File: config.mk
export PLATFORM = sky130hd
export DESIGN_NAME = nbody_pair_scheduler
export DESIGN_NICKNAME = d
export VERILOG_FILES = /design/src/rtl/nbody_pkg.sv /design/src/rtl/nbody_ram_fetch.sv /design/src/rtl/nbody_pair_scheduler.sv
export SDC_FILE = /design/constraint.sdc
export NUM_CORES = 1
export LEC_CHECK = 0
export BUFFER_PORTS_ARGS = -buffer_cell sky130_fd_sc_hd__buf_2
export CAP_MARGIN = 0
export CORE_ASPECT_RATIO = 1.1
export CORE_MARGIN = 1.5
export CORE_UTILIZATION = 30
export CTS_CLUSTER_DIAMETER = 50
export DETAILED_ROUTE_END_ITERATION = 10
export GPL_TIMING_DRIVEN = 0
export PLACE_DENSITY = 0.52
export RECOVER_POWER = 25
export SKIP_CTS_REPAIR_TIMING = 1
export SYNTH_ARGS = -nofsm -noshare
export SYNTH_HDL_FRONTEND = slang
export SYNTH_SLANG_ARGS = --single-unit
File: constraint.sdc
create_clock -name clk -period 4.8 [get_ports clk]
set_input_delay 1.2 -clock clk [delete_from_list [all_inputs] [get_ports clk]]
set_output_delay 1.2 -clock clk [all_outputs]
set_load 0.03 [all_outputs]
File: src/rtl/nbody_pkg.sv
// nbody_pkg: shared widths, body record type and scheduler state encoding.
package nbody_pkg;
    localparam int ADDR_W         = 15;
    localparam int BODY_W         = 80;
    localparam int BODY_BASE_DEF  = 0;
    localparam int FORCE_BASE_DEF = 400;

    typedef logic [BODY_W-1:0] body_t;

    typedef enum logic [2:0] {IDLE, FETCH_I, FETCH_J, ISSUE, ROW_END, DONE} sched_state_t;
endpackage

File: src/rtl/nbody_ram_fetch.sv
// nbody_ram_fetch: counts RD_LAT cycles for a held read address and pulses rvalid with the data.
module nbody_ram_fetch
    import nbody_pkg::*;
#(
    parameter int RD_LAT = 2
) (
    input  logic  clk,
    input  logic  reset_n,
    input  logic  en_i,
    input  body_t rdata_i,
    output logic  rvalid_o,
    output body_t data_o
);
    localparam int CW = (RD_LAT > 0) ? $clog2(RD_LAT + 1) : 1;

    logic [CW-1:0] cnt_q, cnt_d;

    assign rvalid_o = en_i && (cnt_q == CW'(RD_LAT));
    assign data_o   = rdata_i;

    // restarting on rvalid lets back-to-back fetches share the counter
    always_comb cnt_d = (!en_i || rvalid_o) ? '0 : cnt_q + 1'b1;

    always_ff @(posedge clk or negedge reset_n)
        if (!reset_n) cnt_q <= '0;
        else          cnt_q <= cnt_d;
endmodule

File: src/rtl/nbody_pair_scheduler.sv
// nbody_pair_scheduler: all-pairs N-body fetch/issue/flush sequencer over the body RAM.
// Define NBODY_SYMMETRIC_EN to issue only j > i pairs (Newton's third law).
module nbody_pair_scheduler
    import nbody_pkg::*;
#(
    parameter int N          = 2,
    parameter int RD_LAT     = 2,
    parameter int BODY_BASE  = BODY_BASE_DEF,
    parameter int FORCE_BASE = FORCE_BASE_DEF,
    localparam int IDX_W     = (N > 1) ? $clog2(N) : 1
) (
    input  logic              clk,
    input  logic              reset_n,
    input  logic              start,
    output logic              done,
    output logic              busy,
    input  logic [ADDR_W-1:0] test_addr,
    output logic [ADDR_W-1:0] mem_addr,
    input  body_t             mem_rdata,
    output logic              pair_valid,
    input  logic              pair_ready,
    output logic [IDX_W-1:0]  pair_i,
    output logic [IDX_W-1:0]  pair_j,
    output body_t             body_i,
    output body_t             body_j,
    output logic              flush,
    output logic [ADDR_W-1:0] flush_addr,
    output logic [31:0]       pair_count
);
    sched_state_t      state_q, state_d;
    logic [IDX_W-1:0]  i_q, i_d, j_q, j_d;
    body_t             bi_q, bi_d, bj_q, bj_d;
    logic [31:0]       cnt_q, cnt_d;
    logic [ADDR_W-1:0] fa_q, fa_d;
    logic              rvalid;
    body_t             fdata;
    logic [IDX_W:0]    j_first, j_next;

    // one extra bit so j can step past N-1 without wrapping
`ifdef NBODY_SYMMETRIC_EN
    assign j_first = {1'b0, i_q} + 1'b1;
    assign j_next  = {1'b0, j_q} + 1'b1;
`else
    logic [IDX_W:0] j_inc;
    assign j_inc   = {1'b0, j_q} + 1'b1;
    assign j_first = (i_q == '0) ? (IDX_W+1)'(1) : '0;
    assign j_next  = (j_inc == {1'b0, i_q}) ? j_inc + 1'b1 : j_inc;
`endif

    assign busy       = (state_q != IDLE) && (state_q != DONE);
    assign done       = (state_q == DONE);
    assign pair_valid = (state_q == ISSUE);
    assign flush      = (state_q == ROW_END);
    assign pair_i     = i_q;
    assign pair_j     = j_q;
    assign body_i     = bi_q;
    assign body_j     = bj_q;
    assign flush_addr = fa_q;
    assign pair_count = cnt_q;
    assign mem_addr   = busy ? ADDR_W'(BODY_BASE) + ADDR_W'((state_q == FETCH_J) ? j_q : i_q)
                             : test_addr;

    nbody_ram_fetch #(.RD_LAT(RD_LAT)) u_fetch (
        .clk      (clk),
        .reset_n  (reset_n),
        .en_i     ((state_q == FETCH_I) || (state_q == FETCH_J)),
        .rdata_i  (mem_rdata),
        .rvalid_o (rvalid),
        .data_o   (fdata)
    );

    always_comb begin
        state_d = state_q;
        i_d     = i_q;
        j_d     = j_q;
        bi_d    = bi_q;
        bj_d    = bj_q;
        cnt_d   = cnt_q;
        case (state_q)
            IDLE, DONE: if (start) begin
                i_d     = '0;
                cnt_d   = '0;
                state_d = FETCH_I;
            end
            FETCH_I: if (rvalid) begin
                bi_d    = fdata;
                j_d     = j_first[IDX_W-1:0];
                state_d = (int'(j_first) < N) ? FETCH_J : ROW_END;
            end
            FETCH_J: if (rvalid) begin
                bj_d    = fdata;
                state_d = ISSUE;
            end
            ISSUE: if (pair_ready) begin
                cnt_d   = cnt_q + 32'(cnt_q != '1);
                j_d     = j_next[IDX_W-1:0];
                state_d = (int'(j_next) < N) ? FETCH_J : ROW_END;
            end
            ROW_END: begin
                i_d     = (int'(i_q) == N - 1) ? i_q : i_q + 1'b1;
                state_d = (int'(i_q) == N - 1) ? DONE : FETCH_I;
            end
            default: state_d = IDLE;
        endcase
        fa_d = (state_d == ROW_END) ? ADDR_W'(FORCE_BASE) + ADDR_W'(i_q) : fa_q;
    end

    always_ff @(posedge clk or negedge reset_n)
        if (!reset_n) begin
            state_q <= IDLE;
            i_q     <= '0;
            j_q     <= '0;
            bi_q    <= '0;
            bj_q    <= '0;
            cnt_q   <= '0;
            fa_q    <= '0;
        end else begin
            state_q <= state_d;
            i_q     <= i_d;
            j_q     <= j_d;
            bi_q    <= bi_d;
            bj_q    <= bj_d;
            cnt_q   <= cnt_d;
            fa_q    <= fa_d;
        end
endmodule

# After elaboration in Yosys (flattened, before gate mapping)
# Cells that the tools add are included.
dict set report classes {
  magnitude_cmp 2
  mux 22
  eq_ne 13
  reduce_logical 16
  n_addsub 6
}
# operator count
set op_table {}
lappend op_table {{32-bit 2-to-1 mux} 2}
lappend op_table {{32-bit case mux with 2 select lines} 1}
lappend op_table {{32-bit by 1-bit adder with 32-bit output} 1}
lappend op_table {{32-bit inequality test (second input constant)} 1}
lappend op_table {{3-bit 2-to-1 mux} 7}
lappend op_table {{15-bit 2-to-1 mux} 1}
lappend op_table {{3-bit case mux with 5 select lines} 1}
lappend op_table {{9-bit by 1-bit adder with 10-bit output (first input constant)} 1}
lappend op_table {{3-bit equality test (second input constant)} 3}
lappend op_table {{3-bit by 2-bit equality test with 1-bit output (second input constant)} 2}
lappend op_table {{1-bit 2-to-1 mux} 6}
lappend op_table {{2-bit AND reduction} 3}
lappend op_table {{3-bit AND reduction} 2}
lappend op_table {{2-bit nonzero test} 3}
lappend op_table {{2-bit by 1-bit adder with 2-bit output (second input constant)} 2}
lappend op_table {{2-bit 2-to-1 mux} 2}
lappend op_table {{2-bit by 1-bit inequality test with 1-bit output (second input constant)} 2}
lappend op_table {{1-bit case mux with 2 select lines} 2}
lappend op_table {{3-bit by 1-bit equality test with 1-bit output (second input constant)} 1}
lappend op_table {{3-bit logical NOT} 1}
lappend op_table {{3-bit inequality test (second input constant)} 1}
lappend op_table {{3-bit nonzero test} 1}
lappend op_table {{1-bit by 1-bit adder with 2-bit output (second input constant)} 1}
lappend op_table {{2-bit by 1-bit equality test with 1-bit output} 1}
lappend op_table {{9 further kinds} 11}
dict set report totals {
  out_inout_bits 228
  inputBits 99
  word_cells 67
  reg_bits 214
}

# Logic depth before layout (Yosys ltp)
# Gate-level depths: netlist (run 1).
dict set report logic_depth {
  ltp_word 8
  mapped_depth 11
  depth_no_buf 8
}

# By module
# From an unflattened synthesis (run 1), not the netlist that was laid out.
dict set report hier_totals {
  cells_unflattened 697
  area_unflattened_um2 8909.8
}
# mod instances seq_area_each_um2 cells_per_inst area_per_inst_um2
set by_module_without_submodules {}
lappend by_module_without_submodules {nbody_pair_scheduler 1 4979.8 610 8211.6}
lappend by_module_without_submodules {nbody_ram_fetch 1 50.0 87 698.2}

# Worst setup path after synthesis (run 1)
# OpenSTA, ideal clock, no wires.
dict set report synth_path {
  path_type {register to register}
  startpoint {register cnt_q[23], in the netlist pair_count[23]}
  endpoint {register cnt_q[19], in the netlist pair_count[19]}
  setup_ps 78
  required_time_ps 4722
  t_arrival_ps 3112
  synth_period_minus_slack_ps 3190
  setup_slack_ps 1610
  n_path_buf 3
  path_stages_with_launch 12
  cell_sequence {dfrtp_1 > clkbuf_1 > inv_1 > or4_1 > or4_1 > ha_1 > nand4_1 > a311o_1 > buf_6 > clkbuf_1 > o21ai_0 > a21oi_1}
}
dict set report synth_between {
  elab_chain_cells 4
}
# element line
set synth_rtl {}
lappend synth_rtl {{from (decl)} nbody_pair_scheduler.sv:33} ;# logic [31:0] cnt_q, cnt_d;
lappend synth_rtl {{from (signal assigned)} nbody_pair_scheduler.sv:123} ;# cnt_q <= cnt_d;
lappend synth_rtl {{32-bit inequality test} nbody_pair_scheduler.sv:95} ;# cnt_d = cnt_q + 32'(cnt_q != '1);
lappend synth_rtl {{32-bit by 1-bit adder with 32-bit output} nbody_pair_scheduler.sv:95}
lappend synth_rtl {{32-bit 2-to-1 mux} nbody_pair_scheduler.sv:94} ;# ISSUE: if (pair_ready) begin
lappend synth_rtl {{32-bit case mux with 2 select lines} nbody_pair_scheduler.sv:79} ;# case (state_q)
# Every way passes these cells. The select of a mux whose other input is x is not followed.
# A chain may end at the register's enable or synchronous reset.

# Final worst setup path (run 1)
# Same ends and word-level chain as after synthesis.

==> run_results.csv, run 1 <==
group,metric,value,unit
critical_path,critPathKind,"register to register",
run_status,outcome,"finished, violations left",
timing,rsz0062_at_grt,"false",
finish,layout.nets,1085,
route,wl_met2,11300,µm
timing,fin_crit,3590,ps
critical_path,worst_setup_path_start_kind,"register",
route,dr_wl_met3,2380,µm
clock_tree,cts.path.max_buffers,3,
timing,fin_tns_setup,0,ps
yosys,syn-cell-area,0.00843,mm²
clock_tree,ctsHtreeMaxLevel,1,
clock_tree,cts-buffers-inserted,26,
yosys,synthArstFlopShare,1.00,
clock_tree,clk_pin_slew,60,ps
pwr,power_density,735,mW/mm²
job,drv_cap,1,
pwr,p_int,4.87,mW
timing,finalHoldViolations,0,
critical_path,arrival,4010,ps
timing,finalSetupViolCount,0,
pwr,swShare,0.421,
die,ioPinCount,327,
route,wl_per_cell,17.4,µm
pwr,p_leak,5.65,nW
clock_tree,cts_root_buffer,"clkbuf_16",
yosys,yosysWarnings,0,
finish,fin_util,0.412,
die,core_area,0.0277,mm²
pwr,ir_drop,0.427,mV
run_status,violations,"capacitance limit, slew limit",
global_routing,grt_max_degree,88,
route,vias,6403,
yosys,yosysSeqAreaShare,0.597,
global_routing,grt-ovfl-total,0,
global_routing,grt_pass1_wl,36200,µm
timing,fmax,279,MHz
placed_design,port_buffers,315,
pwr,pwr-share-seq,0.328,
timing,max-slew-margin-rel,-0.120,
timing,drv_slew,29,
global_routing,grt.total_usage,0.158,
route,vias_per_cell,4.68,
finish,final_cells,1367,
finish,final_cell_mix,"buf_2, dfrtp_1, mux2_2",
timing,period_share,0.747,
critical_path,rr_endpoint,"pair_count[19]$_DFFE_PN0P_",
timing,worst_pin_slew,1680,ps
finish,fin_area,0.0114,mm²
die,row_count,64,
clock_tree,tritoncts,"yes",
pwr,switching_power,3.54,mW
route,drt-total-wl,23800,µm
finish,fillers,2783,
yosys,ys_seq_elements,201,
critical_path,ff2ff_setup_slack,1210,ps
timing,skew,17.3,ps
critical_path,critPathLaunch,"pair_count[23]$_DFFE_PN0P_",
yosys,synth_edf_count,0,
yosys,avgSynthCellArea,13.4,µm²
global_routing,grt_antenna_before_repair,2,
placed_design,gp_congestion,0.794,
clock_tree,clkSinkCount,201,
die,start_util,0.304,
pwr,combPwrFrac,0.433,
placed_design,dp_hpwl,17600,µm
finish,drive_above_1_share,0.543,
global_routing,grt_pass1_vias,6608,
critical_path,crit_path_end_kind,"register",
route,drcViolationCount,0,
pwr,p_clk_frac,0.239,
route,highest_layer,"met5",
hold_path,worstHoldPathType,"register to register",
critical_path,endpoint,"pair_count[19]$_DFFE_PN0P_",
yosys,synthCells,628,
die,dieArea,0.0291,mm²
die,die_y,179,µm
critical_path,r2r_cells,11,
route,first_pass_iters,4,
route,dr.first_iter.drc_count,275,
yosys,yosys_most_used_dff,"dfrtp_1",
clock_tree,clock_latency,520,ps
critical_path,worstPathRequired,5230,ps
route,wl_met1,9540,µm
critical_path,crit_path_max_fanout,10,
route,postRouteAntennaNets,0,
placed_design,dp.cells,1318,
die,fp.dieW,163,µm
placed_design,placed_area,0.0106,mm²
critical_path,reg2reg_from,"pair_count[23]$_DFFE_PN0P_",
yosys,synth_cell_types,43,
finish,final_common_cell,"buf_2",
finish,syn_to_final_growth,35.5,%
Yosys cell counts (13+ instances only):
| cell | number | area, µm² |
|---|---|---|
| a21oi_1 | 31 | 155 |
| and3_1 | 17 | 106 |
| buf_4 | 13 | 97.6 |
| clkbuf_1 | 29 | 109 |
| dfrtp_1 | 201 | 5030 |
| mux2_2 | 162 | 1820 |
| nand2_1 | 15 | 56.3 |
| nor2_1 | 14 | 52.6 |
| o21ai_0 | 17 | 85.1 |
| o31ai_1 | 19 | 143 |
| or3_1 | 13 | 81.3 |
| or4_1 | 21 | 158 |
state kept, by name (all words and copies together) (netlist names):
register / cells
body_i: 80
body_j: 80
pair_i: 1
flush_addr: 2
u_fetch.cnt_q: 2
pair_j: 1
state_q: 3
pair_count: 32
worst min-delay path by stage:
| stage | start | to | depth (start not counted) |
|---|---|---|---|
| floorplan | u_fetch.cnt_q[0]$_DFF_PN0_ | u_fetch.cnt_q[0]$_DFF_PN0_ | 1 |
| global placement | u_fetch.cnt_q[0]$_DFF_PN0_ | u_fetch.cnt_q[0]$_DFF_PN0_ | 1 |
| detailed placement | u_fetch.cnt_q[0]$_DFF_PN0_ | u_fetch.cnt_q[0]$_DFF_PN0_ | 1 |
| CTS | u_fetch.cnt_q[0]$_DFF_PN0_ | u_fetch.cnt_q[0]$_DFF_PN0_ | 1 |
| global route | u_fetch.cnt_q[0]$_DFF_PN0_ | u_fetch.cnt_q[0]$_DFF_PN0_ | 1 |
| finish | u_fetch.cnt_q[0]$_DFF_PN0_ | u_fetch.cnt_q[0]$_DFF_PN0_ | 1 |
cell families after synthesis:
family,synth area share
AOI/OAI and AO/OA,0.0542
xor gates and xnor gates,0.00519
adders and majority gates,0.00445
buffers and inverters,0.0338
DFF,0.597
muxes,0.216
other,0.000445
and+or+nand+nor,0.0890
metal layers:
layer / up-vias / GRT usage
met5: - / 0
met4: 4 / 0.0470
met3: 35 / 0.0648
met2: 228 / 0.261
met1: 3154 / 0.189
li1: 2982 / -
through the flow:
step	hold WS (ps)	setup WS (ps)	total power, mW
after floorplan	402	1610	5.27
after global placement	415	-1150	6.43
after detailed placement	418	1240	6.47
after CTS	426	1220	8.54
after global routing	452	689	8.87
final	420	1210	8.40
power groups by stage:
stage	clock (mW)	sequential [mW]	combinational [mW]
global route	2.14	2.86	3.87
finish	2.01	2.75	3.64
floorplan	0	4.10	1.17
CTS	2.07	2.76	3.70
global placement	0	2.75	3.67
detailed placement	0	2.77	3.70
area by class of cell:
type | count | area [µm²] | share of cell area
inverters | 10 | 37.5 | 0.00328
clock buffers | 34 | 742 | 0.0649
repair buffers | 317 | 1610 | 0.141
multi-input cells | 379 | 3150 | 0.275
flip-flops and latches | 201 | 5030 | 0.440
diodes | 1 | 2.50 | 0.000219
plain buffers | 48 | 240 | 0.0210
clock inverters | 14 | 163 | 0.0142
well taps | 363 | 454 | 0.0397
worst max-delay path: stages (launching register included):
cell      delay [ps]
dfrtp_1          350
clkbuf_1         320
inv_1             70
or4_1            610
or4_1            590
ha_1             240
nand4_1          170
a311o_1          240
buf_6            160
clkbuf_1         410
o21ai_0          180
a21oi_1          140
Note: power is estimated with default switching activity, not from simulation.
==> inputs of run 2 (changes only) <==
ABC_AREA = 1   (was default)
PLACE_DENSITY = 0.53   (was 0.52)
clock period = 3.1 ns   (was 4.8 ns; I/O delays follow)
==> run 2 against run 1 <==
The run still ends with capacitance limit, slew limit left; routed wire length is 17% higher; sequential share of layout area is 1.4 points lower; sequential cell count stayed put; register-to-register slack worse by 680 ps; global-route usage is 2.4 points higher; clock power is 63% higher; via count is 23% higher; critical path depth is 5 lower; final area is 3.4% higher; synthesized cell count is 62% higher; utilization is 0.093 points lower; critical endpoint is now pair_valid; largest power group unchanged; highest routed layer unchanged.
==> run_results.csv, run 2 <==
group,metric,value,unit
placed_design,placed_area,0.0109,mm²
yosys,synthArstFlopShare,1.00,
clock_tree,clkSinkCount,201,
pwr,p_total,12.9,mW
critical_path,arrival,2010,ps
clock_tree,clk_pin_slew,50,ps
clock_tree,tritoncts,"yes",
route,drt-total-wl,27900,µm
finish,syn_to_final_growth,35.0,%
finish,drive_above_1_share,0.309,
pwr,power_density,1090,mW/mm²
die,ioPinCount,327,
yosys,synth_area_leaders,"dfrtp_1, nand2_1, inv_1",
yosys,post-synth-top-count-cell,"nand2_1",
clock_tree,cts_root_buffer,"clkbuf_16",
timing,skew,13.2,ps
die,row_count,65,
global_routing,grt.total_usage,0.182,
yosys,ys_seq_elements,201,
yosys,yosysSeqAreaShare,0.575,
critical_path,crit_path_end_kind,"primary output",
yosys,synth_cell_types,41,
clock_tree,cts.path.max_buffers,3,
route,vias,7894,
critical_path,worst_setup_path_start_kind,"register",
die,die_y,182,µm
global_routing,grt_max_degree,106,
global_routing,grt_pass1_vias,7902,
critical_path,worstPathRequired,2320,ps
pwr,p_leak,6.39,nW
route,wl_per_cell,15.8,µm
timing,drv_slew,97,
finish,fin_util,0.412,
finish,final_cell_mix,"buf_2, nand2_1, dfrtp_1",
finish,fillers,2973,
timing,period_share,0.897,
finish,layout.nets,1478,
clock_tree,ctsHtreeMaxLevel,1,
hold_path,worstHoldPathType,"register to register",
run_status,violations,"capacitance limit, slew limit",
global_routing,grt_pass1_wl,44000,µm
timing,fin_tns_setup,0,ps
pwr,ir_drop,0.603,mV
timing,max-slew-margin-rel,-0.693,
die,fp.dieW,166,µm
critical_path,critPathKind,"register to primary output",
timing,fin_crit,2780,ps
route,first_pass_iters,5,
timing,rsz0062_at_grt,"false",
yosys,yosys_most_used_dff,"dfrtp_1",
timing,finalHoldViolations,0,
clock_tree,clock_latency,530,ps
timing,worst_pin_slew,2540,ps
die,dieArea,0.0302,mm²
yosys,synthCells,1020,
finish,fin_area,0.0118,mm²
route,dr.first_iter.drc_count,412,
yosys,yosysWarnings,0,
global_routing,grt-ovfl-total,0,
route,vias_per_cell,4.47,
yosys,synth_top_area_frac,0.575,
placed_design,gp_congestion,0.869,
global_routing,grt_antenna_before_repair,4,
timing,finalSetupViolCount,0,
finish,final_common_cell,"buf_2",
yosys,avgSynthCellArea,8.58,µm²
yosys,synth_edf_count,0,
critical_path,crit_path_max_fanout,10,
timing,fmax,360,MHz
yosys,syn-cell-area,0.00875,mm²
route,postRouteAntennaNets,0,
run_status,outcome,"finished, violations left",
placed_design,dp_hpwl,20600,µm
die,start_util,0.305,
die,core_area,0.0287,mm²
job,drv_cap,1,
yosys,yosys.area.top_type,"dfrtp_1",
placed_design,port_buffers,315,
timing,holdWs,436,ps
route,drcViolationCount,0,
clock_tree,cts-buffers-inserted,28,
yosys,ys_top_cells_by_count,"nand2_1, dfrtp_1, inv_1, o21ai_0, o21ai_1",
## run 2: final cells by class
type | count | area, µm² | share of cell area
sequential | 201 | 5030 | 0.426
multi-input combinational | 628 | 2870 | 0.243
timing repair buffer | 316 | 1600 | 0.136
clock buffer | 33 | 741 | 0.0627
inverter | 147 | 552 | 0.0467
tap | 368 | 460 | 0.0390
buffer | 54 | 334 | 0.0283
clock inverter | 19 | 216 | 0.0183
antenna | 1 | 2.50 | 0.000212
## run 2: metal layers
metal / global-route usage / up-vias / share of wire
met5: 0 / - / 0.0011
met4: 0.0461 / 6 / 0.022
met3: 0.0603 / 48 / 0.088
met2: 0.314 / 261 / 0.49
met1: 0.218 / 3691 / 0.40
li1: - / 3888 / -
## run 2: metrics by stage
| stage | worst slack, ps | std cells |
|---|---|---|
| 6_report | 319 | 1767 |
| 5_1_grt | 89.5 | 1766 |
| 4_1_cts | 325 | 1766 |
| 3_5_place_dp | 576 | 1714 |
| 3_3_place_gp | -2500 | 1713 |
| 2_1_floorplan | 837 | 1030 |
## run 2: path summary, 6_finish.rpt
check                                            from                          to  slack [ps]  cells past startpoint
setup / recovery                 state_q[0]$_DFF_PN0_                  pair_valid         320                      6
setup reg to reg            pair_count[1]$_DFFE_PN0P_  pair_count[11]$_DFFE_PN0P_         530                     13
min in group asynchronous                     reset_n   pair_count[4]$_DFFE_PN0P_        1000                      1
max in group asynchronous                     reset_n      body_i[67]$_DFFE_PN0P_         570                      1
hold / removal             u_fetch.cnt_q[0]$_DFF_PN0_  u_fetch.cnt_q[0]$_DFF_PN0_         440                      1
hold reg to reg            u_fetch.cnt_q[0]$_DFF_PN0_  u_fetch.cnt_q[0]$_DFF_PN0_         440                      1
## run 2: kinds of logic (layout without fill, tap and decap cells)
family          count (synthesis)  in the layout  share of synthesized area
xor+xnor                        2              2                    0.00200
flops                         201            201                      0.575
simple gates                  418            418                      0.204
buf+inv                       201            569                      0.101
fa+ha+maj                       3              3                    0.00429
other cells                     1             12                   0.000428
compound gates                194            194                      0.113
## run 2: where the power goes
| part | switching, mW | internal (mW) | total, mW | leakage (nW) |
|---|---|---|---|---|
| registers | 0.575 | 3.64 | 4.21 | 2.36 |
| clock network | 1.29 | 1.99 | 3.28 | 0.464 |
| logic | 3.94 | 1.47 | 5.41 | 3.57 |
| total | 5.80 | 7.10 | 12.9 | 6.39 |
## run 2: worst max-delay path, cell delays in order (launching register included)
cell	delay, ps
dfrtp_1	420
clkinv_1	100
nor2_2	140
nand2_1	100
clkinv_1	180
buf_2	290
buf_2	240
